==> src/rtl/bgr_startup_ctrl.sv <==
// Bandgap reference start-up sequencer and health monitor behind a Wishbone slave:
// pulses porst, waits to settle, qualifies vbg_ok, retries on fault and raises irq.
module bgr_startup_ctrl #(
  parameter logic [31:0] BASE_ADDR = 32'h3000_0000,
  parameter logic [15:0] TIMEOUT   = 16'd1000,
  parameter int unsigned MAX_RETRY = 2
) (
  input  logic        wb_clk_i,
  input  logic        wb_rst_ni,
  input  logic        wbs_stb_i,
  input  logic        wbs_cyc_i,
  input  logic        wbs_we_i,
  input  logic [3:0]  wbs_sel_i,
  input  logic [31:0] wbs_dat_i,
  input  logic [31:0] wbs_adr_i,
  output logic        wbs_ack_o,
  output logic [31:0] wbs_dat_o,
  input  logic        vbg_ok_i,
  output logic        porst_o,
  output logic        bgr_ready_o,
  output logic        irq_o
);

  typedef enum logic [2:0] {
    S_IDLE   = 3'd0,
    S_PORST  = 3'd1,
    S_SETTLE = 3'd2,
    S_CHECK  = 3'd3,
    S_READY  = 3'd4,
    S_FAULT  = 3'd5
  } state_t;

  localparam logic [2:0] MAX_RETRY_W = 3'(MAX_RETRY);

  state_t      state_reg, state_next;
  logic [15:0] cnt_reg, cnt_next;
  logic [15:0] lim_reg, lim_next;
  logic [1:0]  run_reg, run_next;
  logic [2:0]  retry_reg, retry_next;
  logic [2:0]  evt;

  logic        ok_meta, ok_s;
  logic        en_reg;
  logic [23:0] cfg_reg;
  logic [2:0]  flags_reg;

  logic        hit, wr;
  logic [1:0]  reg_idx;
  logic        restart;
  logic [2:0]  flag_clr;
  logic [15:0] porst_len;
  logic [31:0] rd_data;
  logic        unused_bits;

  assign unused_bits = &{1'b0, wbs_adr_i[1:0], wbs_dat_i[31:24], wbs_sel_i[3]};

  always_ff @(posedge wb_clk_i or negedge wb_rst_ni) begin
    if (!wb_rst_ni) begin
      ok_meta <= 1'b0;
      ok_s    <= 1'b0;
    end else begin
      ok_meta <= vbg_ok_i;
      ok_s    <= ok_meta;
    end
  end

  // A request is only taken while ack is low, so each transaction sees exactly one ack.
  assign hit     = wbs_cyc_i & wbs_stb_i & ~wbs_ack_o;
  assign reg_idx = wbs_adr_i[3:2];
  assign wr      = hit & wbs_we_i & (wbs_adr_i[31:4] == BASE_ADDR[31:4]);
  assign restart = wr & (reg_idx == 2'd0) & wbs_sel_i[0] & wbs_dat_i[1] & wbs_dat_i[0];
  assign flag_clr = (wr && reg_idx == 2'd3 && wbs_sel_i[0]) ? wbs_dat_i[2:0] : 3'b000;
  assign porst_len = (cfg_reg[23:16] == 8'd0) ? 16'd1 : {8'd0, cfg_reg[23:16]};

  always_comb begin
    rd_data = 32'd0;
    case (reg_idx)
      2'd0: rd_data = {31'd0, en_reg};
      2'd1: rd_data = {8'd0, cfg_reg};
      2'd2: rd_data = {24'd0, bgr_ready_o, ok_s, retry_reg, state_reg};
      default: rd_data = {29'd0, flags_reg};
    endcase
  end

  always_ff @(posedge wb_clk_i or negedge wb_rst_ni) begin
    if (!wb_rst_ni) begin
      wbs_ack_o <= 1'b0;
      wbs_dat_o <= 32'd0;
      en_reg    <= 1'b0;
      cfg_reg   <= 24'h10_0100;
      flags_reg <= 3'b000;
    end else begin
      wbs_ack_o <= hit;
      wbs_dat_o <= (hit && !wbs_we_i && wbs_adr_i[31:4] == BASE_ADDR[31:4]) ? rd_data : 32'd0;
      if (wr && reg_idx == 2'd0 && wbs_sel_i[0]) en_reg <= wbs_dat_i[0];
      if (wr && reg_idx == 2'd1) begin
        for (int b = 0; b < 3; b++) begin
          if (wbs_sel_i[b]) cfg_reg[8*b +: 8] <= wbs_dat_i[8*b +: 8];
        end
      end
      // Set beats clear when a W1C write lands on the same cycle as an event.
      flags_reg <= (flags_reg & ~flag_clr) | evt;
    end
  end

  assign irq_o = |flags_reg;

  always_comb begin
    state_next = state_reg;
    cnt_next   = cnt_reg;
    lim_next   = lim_reg;
    run_next   = run_reg;
    retry_next = retry_reg;
    evt        = 3'b000;
    if (restart) begin
      state_next = S_PORST;
      cnt_next   = 16'd0;
      lim_next   = porst_len;
      retry_next = 3'd0;
      run_next   = 2'd0;
    end else if (!en_reg) begin
      state_next = S_IDLE;
      cnt_next   = 16'd0;
      run_next   = 2'd0;
    end else begin
      case (state_reg)
        S_IDLE: begin
          state_next = S_PORST;
          cnt_next   = 16'd0;
          lim_next   = porst_len;
        end
        S_PORST: begin
          if (cnt_reg == lim_reg - 16'd1) begin
            state_next = S_SETTLE;
            cnt_next   = 16'd0;
            lim_next   = cfg_reg[15:0];
          end else begin
            cnt_next = cnt_reg + 16'd1;
          end
        end
        S_SETTLE: begin
          if (lim_reg == 16'd0 || cnt_reg == lim_reg - 16'd1) begin
            state_next = S_CHECK;
            cnt_next   = 16'd0;
            run_next   = 2'd0;
          end else begin
            cnt_next = cnt_reg + 16'd1;
          end
        end
        S_CHECK: begin
          // run_reg counts earlier consecutive highs; the fourth high qualifies.
          if (ok_s && run_reg == 2'd3) begin
            state_next = S_READY;
            run_next   = 2'd0;
            evt[0]     = 1'b1;
          end else begin
            run_next = ok_s ? run_reg + 2'd1 : 2'd0;
            if (cnt_reg == TIMEOUT - 16'd1) begin
              state_next = S_FAULT;
              evt[1]     = 1'b1;
            end else begin
              cnt_next = cnt_reg + 16'd1;
            end
          end
        end
        S_READY: begin
          if (!ok_s && run_reg == 2'd3) begin
            state_next = S_FAULT;
            run_next   = 2'd0;
            evt[2]     = 1'b1;
          end else begin
            run_next = ok_s ? 2'd0 : run_reg + 2'd1;
          end
        end
        S_FAULT: begin
          if (retry_reg < MAX_RETRY_W) begin
            retry_next = retry_reg + 3'd1;
            state_next = S_PORST;
            cnt_next   = 16'd0;
            lim_next   = porst_len;
          end
        end
        default: state_next = S_IDLE;
      endcase
    end
  end

  always_ff @(posedge wb_clk_i or negedge wb_rst_ni) begin
    if (!wb_rst_ni) begin
      state_reg   <= S_IDLE;
      cnt_reg     <= 16'd0;
      lim_reg     <= 16'd1;
      run_reg     <= 2'd0;
      retry_reg   <= 3'd0;
      porst_o     <= 1'b1;
      bgr_ready_o <= 1'b0;
    end else begin
      state_reg   <= state_next;
      cnt_reg     <= cnt_next;
      lim_reg     <= lim_next;
      run_reg     <= run_next;
      retry_reg   <= retry_next;
      porst_o     <= (state_next == S_IDLE) || (state_next == S_PORST) || (state_next == S_FAULT);
      bgr_ready_o <= (state_next == S_READY);
    end
  end

endmodule

==> config.mk <==
export PLATFORM = sky130hd
export DESIGN_NAME = bgr_startup_ctrl
export DESIGN_NICKNAME = d
export VERILOG_FILES = /design/src/rtl/bgr_startup_ctrl.sv
export SDC_FILE = /design/constraint.sdc
export NUM_CORES = 1
export LEC_CHECK = 0
export ABC_CLOCK_PERIOD_IN_PS = 6600
export BUFFER_PORTS_ARGS = -buffer_cell sky130_fd_sc_hd__buf_2
export CAP_MARGIN = 10
export CORE_ASPECT_RATIO = 1.5
export CORE_MARGIN = 1
export CORE_UTILIZATION = 59
export DETAILED_ROUTE_END_ITERATION = 16
export PLACE_DENSITY = 0.85
export SLEW_MARGIN = 40
export SYNTH_ARGS = -nofsm -noshare
export SYNTH_HDL_FRONTEND = slang
export SYNTH_SLANG_ARGS = --single-unit
==> constraint.sdc <==
create_clock -name wb_clk_i -period 6.6 [get_ports wb_clk_i]
set_input_delay 0.99 -clock wb_clk_i [delete_from_list [all_inputs] [get_ports wb_clk_i]]
set_output_delay 0.99 -clock wb_clk_i [all_outputs]
set_load 0.005 [all_outputs]
* Word-level counts from Yosys, hierarchy flattened
Index checks and enable logic that the tools add are counted.
Cells by class: add/sub/neg operators 4, $lt $le $gt $ge 1, equality and inequality tests 23, muxes and demuxes 46, bitwise logic cells 12, reductions and logical operators 31
Operators by type and width (number):
- two-way mux 16 bit | 11
- case mux 16 bit (5 select lines) | 1
- case mux 24 bit (3 select lines) | 1
- case mux 16 bit (3 select lines) | 1
- two-way mux 3 bit | 15
- two-way mux 32 bit | 1
- == test 28 x 26 -> 1 bit (second input constant) | 1
- case mux 3 bit (6 select lines) | 1
- adder 16 x 1 -> 16 bit (second input constant) | 1
- == test 16 x 10 -> 1 bit (second input constant) | 1
- == test 16 bit | 1
- zero test 16 bit | 1
- two-way mux 2 bit | 8
- inequality test 4 bit (second input constant) | 4
- subtractor 16 x 1 -> 16 bit (second input constant) | 1
- == test 3 bit (second input constant) | 4
- logical AND 1 bit | 9
- AND 1 bit | 8
- zero test 8 bit | 1
- two-way mux 8 bit | 1
- AND reduction 2 bit | 4
- AND reduction 4 bit | 2
- inequality test 7 x 1 -> 1 bit (second input constant) | 1
- == test 2 bit (second input constant) | 3
- other kinds (22) | 35
Storage, ports and cells: bits in registers 105, bits of input ports 74, output and inout bits 36

* Depth between registers and ports, before layout
word-level depth 12, mapped depth 11, mapped depth without buffers 10

* Least setup slack after synthesis
No wires, ideal clock.
path kind input port to flip-flop, from in wbs_adr_i[27], to reg cnt_reg[15], data arrival time 3.009 ns, slack 3.523 ns, stages on the path 9, path buffers 1, path through nor4b_1 nand4_1 nor4_4 nand2b_1 buf_2 a21oi_1 or4_1 nand2_1 a32o_1
On the way: longest elaborated chain between the ends 8
Ends and longest elaborated chain:
- from (decl) | RTL line 15 | input logic [31:0] wbs_adr_i,
- == test 28 x 26 -> 1 bit * | RTL line 70 | assign wr = hit & wbs_we_i & (wbs_adr_i[31:4] == BASE_ADDR[31:4]);
- AND 1 bit * | RTL line 70
- AND 1 bit * (4 in a row) | RTL line 71 | assign restart = wr & (reg_idx == 2'd0) & wbs_sel_i[0] & wbs_dat_i[1] & wbs_dat_i[0];
- inequality test 7 x 1 -> 1 bit (no line) or inequality test 4 bit (tied branches)
- AND reduction 4 bit (no line)
- to (signal assigned) | RTL line 199 | cnt_reg <= cnt_next;
- to (decl) | RTL line 36 | logic [15:0] cnt_reg, cnt_next;
Mark *: on every way between the ends. The rest lies on a longest branch, timed or not. A chain may end at the register's enable or synchronous reset.

* Final worst setup path
from in wbs_adr_i[24], to reg cnt_reg[2]
Same word-level chain as after synthesis.

==> run metrics <==
status=completed; Syn Area/Cell=10.5 um^2; IR drop worst, VDD=0.183 mV; Avg Vias per Cell=6.19; RSZ-0062 raised after global routing=no; Final Util=70.4%; DIE WIDTH=78.8 um; Pleak=2.86 nW; clock buffer depth=2; nature of the critical path endpoint=register; FF+latch area=2430 um^2; multi-input logic area=2580 um^2; CTS root buf=clkbuf_16; DR iter-0 viols=346; Worst Skew=6.14 ps; commonest cells after routing, fill and taps aside=93 x dfrtp_1, 89 x buf_2, 38 x mux2_2, 36 x nand2_1, 31 x nor2_1; slew at the pin closest to its max-slew limit=815 ps; Setup Fix Bufs, Post-CTS=0; Slew Viols, Final=0; IO Pins=110; min setup slack post-route=3020 ps; total track usage=29.1%; Pwr per Cell Area=196 nW/um^2; total grt overflow=0; CTS Hold Bufs=0; CP required=6870 ps; share of layout cells above drive strength 1=30.8%; Die Y-Extent=117 um; Slew headroom=45.5%; cell area after synthesis=5220 um^2; Hold/Removal Path Class=reg2reg; cts bufs inserted=9; r2r setup slk=3460 ps; Yosys reg bits=97; die area=9230 um^2; clock tree sinks=97; Fill cells=645; Rows=41; setup TNS=0 ps; vias in the first global route=4347; DP HPWL=9170 um; final setup violating endpoints=0; pin count of the biggest net entering global routing=63; core footprint=8520 um^2; Cells after Synth=499; DR WL/cell=17.9 um; Residual DRC=0; Antenna Violating Nets Remaining=0; IO Port Bufs=90; Critical Path AT=3840 ps; EDFF count, synth=0; Critical Path Fanout Max=22; GP Congestion=0.866; TritonCTS clock tree=done; Max Freq=0.279 GHz; final WL=12400 um; ys flop type=dfrtp_1; nets=659; Final min period=3580 ps; total of warnings raised by yosys=0; Netlist cell types=71; asr flop ratio synth=100%; Final Power=1.17 mW; post-synthesis sequential area ratio=46.6%; Antenna Cells=0; worst slack, placed=2680 ps; CP Class=in2reg; Clock transition at path regs=70 ps; max-cap viol count=0; DP Cell Count=675; first-pass GRT wire length=20400 um; worst skew pair latency=350 ps; Hold Fails Final Rpt=0; Final Cycle Share=54.2%; Pre-Repair DR Iteration Count=6; DR vias=4285; Starting Density=61.2%; Layout Cells excl Fill=692; CTS H-Tree Depth=3; most common cell after layout, fill and taps aside=dfrtp_1; initial antenna violation count=0; Layout area overhead=14.9%; startpoint type of the worst setup path=primary input; post_cts resized=0
final timing paths:
| kind | startpoint | endpoint | cells past startpoint |
|---|---|---|---|
| worst max-delay path | wbs_adr_i[24] | cnt_reg[2]$_DFFE_PN0P_ | 10 |
| worst max register to register | lim_reg[1]$_DFFE_PN0P_ | cnt_reg[2]$_DFFE_PN0P_ | 10 |
| worst min register to register | ok_meta$_DFF_PN0_ | ok_s$_DFF_PN0_ | 0 |
| min in group asynchronous | wb_rst_ni | cnt_reg[13]$_DFFE_PN0P_ | 1 |
| worst min-delay path | ok_meta$_DFF_PN0_ | ok_s$_DFF_PN0_ | 0 |
| max in group asynchronous | wb_rst_ni | lim_reg[0]$_DFFE_PN1P_ | 3 |
cells in the mapped netlist, types with 8 or more instances:
master     n  area (um^2)
a22o_1    10         87.6
buf_4      8         60.1
and2_1    18          113
xor2_1     9         78.8
xnor2_1   10         87.6
nor2_1    32          120
inv_1     15         56.3
o21ai_0   17         85.1
a21oi_1    9         45.0
mux2_2    38          428
nor3_1     8         40.0
clkbuf_1  11         41.3
nor4_1    10         62.6
dfrtp_1   93         2330
nand2_1   36          135
nand4_1   23          144
nand3_1   24          120
stage by stage:
step,instance area [um^2],hold WS [ps]
finish,5990,351
global route,5990,359
CTS,5970,356
detailed placement,5670,341
global placement,5660,336
floorplan,5240,331
worst max-delay path, cell delays in order:
cell and delay [ps]:
buf_2 90, nor4b_1 300, nand4_1 270, nor4_4 560
nand2b_1 410, a21oi_1 80, buf_4 220, nor3_2 600
nand4b_1 180, o211ai_1 130
cells by family (layout without fill, tap and decap cells):
logic type	count (synthesis)	after routing	synth area share, %
other	1	8	0.0719
flip-flops	97	97	46.6
AO/OA/AOI/OAI	74	74	10.4
multiplexers	46	46	10.1
adder cells (fa/ha/maj)	5	5	1.20
XOR/XNOR	19	19	3.19
buffers and inverters	45	124	4.56
AND/OR/NAND/NOR	212	212	23.8
final cells by class:
type                            count  share of cell area [%]
Inverter                           15                   0.939
Multi-Input combinational cell    364                    43.0
Timing Repair Buffer               93                    8.14
Sequential cell                    97                    40.6
Clock buffer                       10                    3.82
Clock inverter                      6                    1.23
Tap cell                          107                    2.23
power breakdown:
group	internal, mW	total [mW]	switching (mW)
Combinational	0.0172	0.0398	0.0226
Sequential	0.595	0.596	0.000861
Clock	0.299	0.539	0.239
Total	0.912	1.17	0.263
metal layers:
metal	GRT usage, %	share of wire (%)	vias up
met2	52.1	53	178
li1	-	-	1972
met3	4.50	4.4	46
met4	17.0	4.1	0
met5	0	0	-
met1	32.6	39	2089
(Power assumes the default switching activity.)
